<file path="src/rtl/pd_pwm_controller.sv">
// Proportional-derivative distance controller: latches sensor samples, computes a saturated
// control value, divides it into a duty step and drives a period-aligned, glitch-free PWM.
module pd_pwm_controller #(
    parameter int DIST_W         = 32,
    parameter int THRESH         = 1999999,
    parameter int KP             = 1,
    parameter int KD             = 0,
    parameter int STEP_SIZE      = 85714,
    parameter int STEPS          = 20,
    parameter int TICKS_PER_STEP = 1000,
    parameter int TIMEOUT_CYC    = 10000000
) (
    input  logic                       clk,
    input  logic                       rst,
    input  logic [DIST_W-1:0]          DISTANCE,
    input  logic                       DISTANCE_VALID,
    output logic                       PWM,
    output logic [$clog2(STEPS+1)-1:0] DUTY_STEP,
    output logic [6:0]                 DUTY_PCT,
    output logic                       BUSY,
    output logic                       STALE
);

    localparam int CW  = DIST_W + 16;
    localparam int SW  = $clog2(STEPS + 1);
    localparam int TW  = $clog2(TICKS_PER_STEP + 1);
    localparam int TOW = $clog2(TIMEOUT_CYC + 1);
    localparam int DCW = $clog2(CW + 1);

    localparam logic [DIST_W-1:0]    THRESH_V  = DIST_W'(THRESH);
    localparam logic [DIST_W-1:0]    THRESH_P1 = DIST_W'(THRESH + 1);
    localparam logic signed [CW-1:0] KP_C      = CW'(KP);
    localparam logic signed [CW-1:0] KD_C      = CW'(KD);
    localparam logic [CW-1:0]        CTRL_MAX  = CW'(STEPS * STEP_SIZE);
    localparam logic [CW:0]          STEP_C    = (CW + 1)'(STEP_SIZE);
    localparam logic [CW-1:0]        STEPS_Q   = CW'(STEPS);
    localparam logic [SW-1:0]        STEPS_D   = SW'(STEPS);
    localparam logic [SW-1:0]        STEP_MAX  = SW'(STEPS - 1);
    localparam logic [TW-1:0]        TICK_MAX  = TW'(TICKS_PER_STEP - 1);
    localparam logic [TOW-1:0]       TO_LAST   = TOW'(TIMEOUT_CYC - 1);
    localparam logic [DCW-1:0]       DIV_LAST  = DCW'(CW - 1);
    localparam logic [6:0]           PCT_STEP  = 7'(100 / STEPS);

    typedef enum logic [1:0] {S_IDLE, S_CALC, S_DIV, S_DONE} state_t;

    state_t                state;
    logic [DIST_W-1:0]     dist_reg;
    logic [DIST_W-1:0]     e_prev;
    logic                  first;
    logic                  pending;
    logic [CW-1:0]         quo;
    logic [CW-1:0]         rem;
    logic [DCW-1:0]        div_cnt;
    logic [SW-1:0]         duty_pending;
    logic [TOW-1:0]        to_cnt;

    logic [DIST_W-1:0]        e_cur;
    logic signed [DIST_W:0]   delta;
    logic signed [CW-1:0]     e_ext;
    logic signed [CW-1:0]     delta_ext;
    logic signed [CW-1:0]     ctrl_raw;
    logic [CW-1:0]            ctrl_sat;
    logic [CW:0]              rem_shift;
    logic [CW-1:0]            rem_next;
    logic                     q_bit;

    always_comb begin
        e_cur     = (dist_reg > THRESH_V) ? '0 : THRESH_V - dist_reg;
        delta     = first ? '0 : $signed({1'b0, e_cur}) - $signed({1'b0, e_prev});
        e_ext     = $signed({{(CW - DIST_W){1'b0}}, e_cur});
        delta_ext = $signed({{(CW - DIST_W - 1){delta[DIST_W]}}, delta});
        ctrl_raw  = KP_C * e_ext + KD_C * delta_ext;
        if (ctrl_raw[CW-1])
            ctrl_sat = '0;
        else if ($unsigned(ctrl_raw) > CTRL_MAX)
            ctrl_sat = CTRL_MAX;
        else
            ctrl_sat = $unsigned(ctrl_raw);
    end

    // One restoring-division step: shift in the next dividend bit, subtract if it fits.
    always_comb begin
        rem_shift = {rem, quo[CW-1]};
        if (rem_shift >= STEP_C) begin
            rem_next = CW'(rem_shift - STEP_C);
            q_bit    = 1'b1;
        end else begin
            rem_next = rem_shift[CW-1:0];
            q_bit    = 1'b0;
        end
    end

    always_ff @(posedge clk) begin
        if (rst) begin
            state        <= S_IDLE;
            dist_reg     <= THRESH_V;
            e_prev       <= '0;
            first        <= 1'b1;
            pending      <= 1'b0;
            quo          <= '0;
            rem          <= '0;
            div_cnt      <= '0;
            duty_pending <= '0;
            to_cnt       <= '0;
            BUSY         <= 1'b0;
            STALE        <= 1'b0;
        end else begin
            case (state)
                S_IDLE: begin
                    if (pending) begin
                        state   <= S_CALC;
                        pending <= 1'b0;
                        BUSY    <= 1'b1;
                    end
                end
                S_CALC: begin
                    quo     <= ctrl_sat;
                    rem     <= '0;
                    div_cnt <= '0;
                    e_prev  <= e_cur;
                    // A timed-out sample keeps the derivative disarmed for the next real sample.
                    first   <= STALE;
                    state   <= S_DIV;
                end
                S_DIV: begin
                    quo     <= {quo[CW-2:0], q_bit};
                    rem     <= rem_next;
                    div_cnt <= div_cnt + DCW'(1);
                    if (div_cnt == DIV_LAST)
                        state <= S_DONE;
                end
                S_DONE: begin
                    duty_pending <= (quo > STEPS_Q) ? STEPS_D : quo[SW-1:0];
                    if (pending) begin
                        state   <= S_CALC;
                        pending <= 1'b0;
                    end else begin
                        state <= S_IDLE;
                        BUSY  <= 1'b0;
                    end
                end
                default: state <= S_IDLE;
            endcase

            // Placed after the FSM so a new sample or timeout wins over pending/first updates above.
            if (DISTANCE_VALID) begin
                dist_reg <= DISTANCE;
                pending  <= 1'b1;
                to_cnt   <= '0;
                STALE    <= 1'b0;
            end else if (!STALE) begin
                if (to_cnt == TO_LAST) begin
                    STALE    <= 1'b1;
                    dist_reg <= THRESH_P1;
                    first    <= 1'b1;
                    pending  <= 1'b1;
                end else begin
                    to_cnt <= to_cnt + TOW'(1);
                end
            end
        end
    end

    logic [TW-1:0] tick_cnt;
    logic [SW-1:0] step_cnt;
    logic          tick_wrap;
    logic          period_end;
    logic [SW-1:0] step_next;
    logic [SW-1:0] duty_next;
    logic [6:0]    pct_next;

    always_comb begin
        tick_wrap  = (tick_cnt == TICK_MAX);
        period_end = tick_wrap && (step_cnt == STEP_MAX);
        if (!tick_wrap)
            step_next = step_cnt;
        else if (step_cnt == STEP_MAX)
            step_next = '0;
        else
            step_next = step_cnt + SW'(1);
        duty_next = period_end ? duty_pending : DUTY_STEP;
        pct_next  = 7'(duty_pending) * PCT_STEP;
    end

    // PWM is computed from the next counter/duty values so it lines up with the period it belongs to.
    always_ff @(posedge clk) begin
        if (rst) begin
            tick_cnt  <= '0;
            step_cnt  <= '0;
            PWM       <= 1'b0;
            DUTY_STEP <= '0;
            DUTY_PCT  <= '0;
        end else begin
            tick_cnt <= tick_wrap ? '0 : tick_cnt + TW'(1);
            step_cnt <= step_next;
            PWM      <= (step_next < duty_next);
            if (period_end) begin
                DUTY_STEP <= duty_pending;
                DUTY_PCT  <= pct_next;
            end
        end
    end

endmodule

</file>
<file path="config.mk">
export PLATFORM = sky130hd
export DESIGN_NAME = pd_pwm_controller
export DESIGN_NICKNAME = d
export VERILOG_FILES = /design/src/rtl/pd_pwm_controller.sv
export SDC_FILE = /design/constraint.sdc
export NUM_CORES = 1
export LEC_CHECK = 0
export CORE_ASPECT_RATIO = 1.5
export CORE_MARGIN = 2
export CORE_UTILIZATION = 55
export CTS_CLUSTER_SIZE = 14
export DETAILED_ROUTE_END_ITERATION = 7
export GPL_TIMING_DRIVEN = 0
export PLACE_DENSITY_LB_ADDON = 0.12
export SLEW_MARGIN = 15
export SYNTH_ARGS = -nofsm -noshare
export SYNTH_HDL_FRONTEND = slang
export SYNTH_SLANG_ARGS = --single-unit
</file>
<file path="constraint.sdc">
create_clock -name clk -period 3.1 [get_ports clk]
set_clock_uncertainty 0.2 [all_clocks]
set_input_delay 0.465 -clock clk [delete_from_list [all_inputs] [get_ports clk]]
set_output_delay 0.465 -clock clk [all_outputs]
set_load 0.05 [all_outputs]
</file>
==> Implementation_results.wiki, run 1 <==
{| class="wikitable"
! Metric !! Value
|-
| Routed wire length || 25.68 mm
|-
| Power Internal || 3961 uW
|-
| Measured slew at the worst slew-check pin || 1.031 ns
|-
| Hold Crit Class || flop to flop
|-
| Endpoint class of the critical path || flop
|-
| Cells along the critical path || or4_4 > or4b_4 > nor4_4 > nor4_4 > a21o_1 > buf_6 > o311a_1 > a221o_1
|-
| Average detailed-routed wire length per instance || 17.22 um
|-
| Worst IR Drop VDD || 0.4006 mV
|-
| Number of I/O pins || 50
|-
| Fraction of the cycle the final worst path needs || 0.9987
|-
| Clock period minus worst slack || 3.096 ns
|-
| Unrepaired setup endpoints after global routing || yes
|-
| Die span in y || 166.7 um
|-
| Worst reg-to-reg setup slack || 0.004 ns
|-
| Data arrival at the endpoint of the critical path || 3.22 ns
|-
| Minimum hold slack || 0.2525 ns
|-
| GPL Wtd Cong || 0.9100
|-
| Kind of cell with the highest combined delay on the critical path || simple AND/OR/NAND/NOR gates
|-
| Synthesized area per cell || 8.226 um^2
|-
| Buf/Inv on CP || 1
|-
| Total global routing overflow || 0
|-
| Number of core rows || 59
|-
| Max stage delay cell, worst path || sky130_fd_sc_hd__or4b_4
|-
| Level count of the clock H-tree || 4
|-
| Routed vias || 9093
|-
| Accumulated negative setup slack || 0 ns
|-
| Number of global-route vias before repair || 8827
|-
| Total of warnings raised by yosys || 0
|-
| Root buf cell || sky130_fd_sc_hd__clkbuf_16
|-
| Maximum clock insertion buffer count || 2
|-
| Average via count per standard cell || 6.099
|-
| Cell area power density || 479.8 nW/um^2
|-
| CTS sink cnt || 196
|-
| Effective utilization at floorplan || 0.5595
|-
| Hold-critical path depth || 1
|-
| Number of synthesized register bits || 196
|-
| Cell count along the critical path || 8
|-
| Share of final-layout standard cells stronger than drive strength 1 || 0.1041
|-
| Post-detailed-placement half-perimeter wirelength || 18.06 mm
|-
| Post-synthesis cell area || 9707 um^2
|-
| R2R depth || 8
|-
| Timing endpoint of the critical path || rem[32]
|-
| Maximum clock rate || 323.0 MHz
|-
| Design area || 11600 um^2
|-
| Number of antenna violations at the first check in global routing || 0
|-
| Critical path required time || 3.23 ns
|-
| Total placed cells including tap cells || 1441
|-
| Cell Area, Placed || 10470 um^2
|-
| Drc violations || 0
|-
| Total routing usage reported by global routing || 0.2693
|-
| Max-cap violations || 0
|-
| Crit path setup slack, layout || 0.003884 ns
|-
| Standby leakage power || 0.004197 uW
|-
| Final cell count without fillers || 1491
|-
| Cells after Synth || 1180
|-
| Maximum number of pins on one net before global-route repair || 20
|-
| Critical Path Most Common Cell || sky130_fd_sc_hd__nor4_4
|-
| Final hold vios || 0
|-
| Net switching component of the power || 1607 uW
|-
| Number of I/O port buffers || 48
|-
| Maximum fanout along the worst path || 5
|-
| Worst slew margin || 0.3070
|-
| Number of DRC markers in iteration 0 || 661
|-
| Total nets after synthesis || 1235
|-
| Share of total power in sequential cells || 0.471
|-
| Count of final setup violators || 0
|-
| Width of the chip || 112.5 um
|-
| Die Footprint || 18750 um^2
|-
| Core Box Area || 17350 um^2
|-
| Number of antenna-violating nets in the routed design || 0
|-
| Number of distinct library cells after synthesis || 72
|-
| Diode insertion count for antenna repair || 0
|-
| Initial DRT Pass Iterations || 6
|-
| Reg2reg end || rem[32]
|-
| Sequential element share of the synthesized area || 0.4042
|-
| R2R Path Start || rem[34]
|-
| Worst slack, placed || -0.5575 ns
|-
| Switching share of total power || 0.2886
|-
| EDFF count, synth || 0
|-
| Clock slew at the register clock pins of the worst setup and hold paths || 0.08 ns
|-
| Clock tree from TritonCTS || yes
|-
| Proportion of synthesized flip-flops having asynchronous set or reset || 0
|-
| Combinational group share of total power || 0.127
|-
| Result of the run || completed
|-
| Maximum cell stage delay along the critical path || 0.59 ns
|-
| Count of nets after finishing || 1320
|-
| Dominant register cell in the synthesized netlist || sky130_fd_sc_hd__dfxtp_1
|-
| Number of slew-limit violations in the final report || 0
|-
| Type of the worst setup path || flop to flop
|-
| Clock latency reported for the late side of the worst-skew pair || 0.44 ns
|-
| Wire length of the first global-routing pass || 41.61 mm
|-
| Critical Path Start Type || flop
|-
| Part of the total power dissipated in the clock network || 0.402
|-
| Crit path from || rem[34]
|-
| Area growth from synthesis to layout || 19.55%
|-
| Number of buffers created by CTS || 17
|}
-- how the worst min path moves through the flow --
stage	start	end	slack, ns
detailed placement	tick_cnt[0]	tick_cnt[0]	0.26
finish	tick_cnt[0]	tick_cnt[0]	0.25
global placement	tick_cnt[0]	tick_cnt[0]	0.25
CTS	DUTY_PCT[0]	DUTY_PCT[0]	0.27
floorplan	rem[47]	rem[47]	0.23
global route	tick_cnt[0]	tick_cnt[0]	0.26
-- synthesized netlist by cell type, types with 3 or more instances --
cell type / count / area (um^2)
sky130_fd_sc_hd__nor2_1: 119 / 446.7
sky130_fd_sc_hd__inv_1: 23 / 86.33
sky130_fd_sc_hd__o21a_1: 3 / 22.52
sky130_fd_sc_hd__a211oi_1: 15 / 112.6
sky130_fd_sc_hd__o21ai_0: 54 / 270.3
sky130_fd_sc_hd__buf_2: 3 / 15.01
sky130_fd_sc_hd__and3_1: 22 / 137.6
sky130_fd_sc_hd__clkbuf_1: 74 / 277.8
sky130_fd_sc_hd__or3_1: 16 / 100.1
sky130_fd_sc_hd__o22ai_1: 20 / 125.1
sky130_fd_sc_hd__a32oi_1: 5 / 43.79
sky130_fd_sc_hd__o31a_1: 3 / 26.28
sky130_fd_sc_hd__nand2_1: 115 / 431.7
sky130_fd_sc_hd__mux2i_1: 10 / 100.1
sky130_fd_sc_hd__o21ai_1: 3 / 15.01
sky130_fd_sc_hd__a2111oi_0: 3 / 26.28
sky130_fd_sc_hd__o211ai_1: 13 / 97.59
sky130_fd_sc_hd__xor2_1: 31 / 271.5
sky130_fd_sc_hd__xnor2_1: 45 / 394.1
sky130_fd_sc_hd__a22oi_1: 22 / 165.2
sky130_fd_sc_hd__nand2b_1: 19 / 118.9
sky130_fd_sc_hd__or4b_1: 3 / 30.03
sky130_fd_sc_hd__a31oi_1: 6 / 37.54
sky130_fd_sc_hd__nand4_1: 21 / 131.4
sky130_fd_sc_hd__nor3_1: 28 / 140.1
sky130_fd_sc_hd__or4_1: 7 / 52.55
sky130_fd_sc_hd__nand3_1: 63 / 315.3
sky130_fd_sc_hd__a211o_1: 4 / 35.03
sky130_fd_sc_hd__nor4b_1: 5 / 43.79
sky130_fd_sc_hd__nor2b_1: 10 / 62.56
sky130_fd_sc_hd__o2111ai_1: 5 / 43.79
sky130_fd_sc_hd__a21oi_1: 93 / 465.5
sky130_fd_sc_hd__nand3b_1: 4 / 30.03
sky130_fd_sc_hd__buf_6: 3 / 33.78
sky130_fd_sc_hd__a221o_1: 10 / 100.1
sky130_fd_sc_hd__dfxtp_1: 196 / 3924
sky130_fd_sc_hd__o311a_1: 4 / 40.04
sky130_fd_sc_hd__nor4_1: 27 / 168.9
sky130_fd_sc_hd__ha_1: 19 / 237.7
sky130_fd_sc_hd__a21o_1: 6 / 45.04
sky130_fd_sc_hd__o31ai_1: 5 / 37.54
-- worst register-to-register path: cells and delay by family (launching register included) --
family / cells / cell delay, ns
AND/OR/NAND/NOR: 4 / 1.49
flip-flops: 1 / 0.35
AO/OA/AOI/OAI: 3 / 0.80
buffers and inverters: 1 / 0.14
-- timing repair --
action	in CTS	in global routing
setup buffers	7	17
cloned	0	2
hold buffers	0	0
endpoints found under the setup margin	64	62
pin swaps	6	15
gates resized for setup	35	68
-- cell type report --
cell class	instances	area [um^2]
fillers	1480	5743
multi-input cells	878	5667
flip-flops and latches	196	3945
repair buffers	74	703.2
clock buffers	18	429.2
plain buffers	75	344.1
well taps	213	266.5
clock inverters	14	163.9
inverters	23	86.33
-- layer usage --
layer	share of wire	routed length, um	vias up	GRT usage
li1	-	-	4450	-
met1	0.40	10190	4324	0.3005
met2	0.52	13460	237	0.4914
met3	0.038	970	82	0.04330
met4	0.041	1061	0	0.1304
met5	0	0	-	0
-- cell families after synthesis --
logic type | synth area share
AOI/OAI and AO/OA | 0.2026
xor gates and xnor gates | 0.06857
adders and majority gates | 0.02655
buffers and inverters | 0.04408
DFF | 0.4042
muxes | 0.01147
and+or+nand+nor | 0.2425
-- cells in the final DEF, fill, tap and decap left out, types with 31 or more instances in the layout --
master                              n
sky130_fd_sc_hd__a21oi_1           88
sky130_fd_sc_hd__o21ai_0           53
sky130_fd_sc_hd__dfxtp_1          187
sky130_fd_sc_hd__xor2_1            31
sky130_fd_sc_hd__clkdlybuf4s50_1   48
sky130_fd_sc_hd__nand3_1           61
sky130_fd_sc_hd__clkbuf_1          61
sky130_fd_sc_hd__xnor2_1           44
sky130_fd_sc_hd__nor2_1           118
sky130_fd_sc_hd__nand2_1          115
-- metrics by stage --
step	util	power, uW
6_report	0.6690	5568
5_1_grt	0.6690	5759
4_1_cts	0.6485	5570
3_5_place_dp	0.6033	3333
3_3_place_gp	0.6033	3330
2_1_floorplan	-	3108
-- power groups by stage --
stage	clock [uW]	combinational, uW	sequential [uW]
finish	2240	706	2620
global route	2360	773	2630
detailed placement	0	664	2670
CTS	2270	688	2610
floorplan	0	444	2660
global placement	0	661	2670
(Power assumes the default switching activity.)
==> run 2, diff against run 1 <==
--- a/config.mk
+++ b/config.mk
@@ -8,6 +8,7 @@
 export CORE_ASPECT_RATIO = 1.5
 export CORE_MARGIN = 2
 export CORE_UTILIZATION = 55
+export CTS_CLUSTER_DIAMETER = 80
 export CTS_CLUSTER_SIZE = 14
 export DETAILED_ROUTE_END_ITERATION = 7
 export GPL_TIMING_DRIVEN = 0
==> results of run 2 <==
Final layout, timing and power as in run 1 (identical DEF).
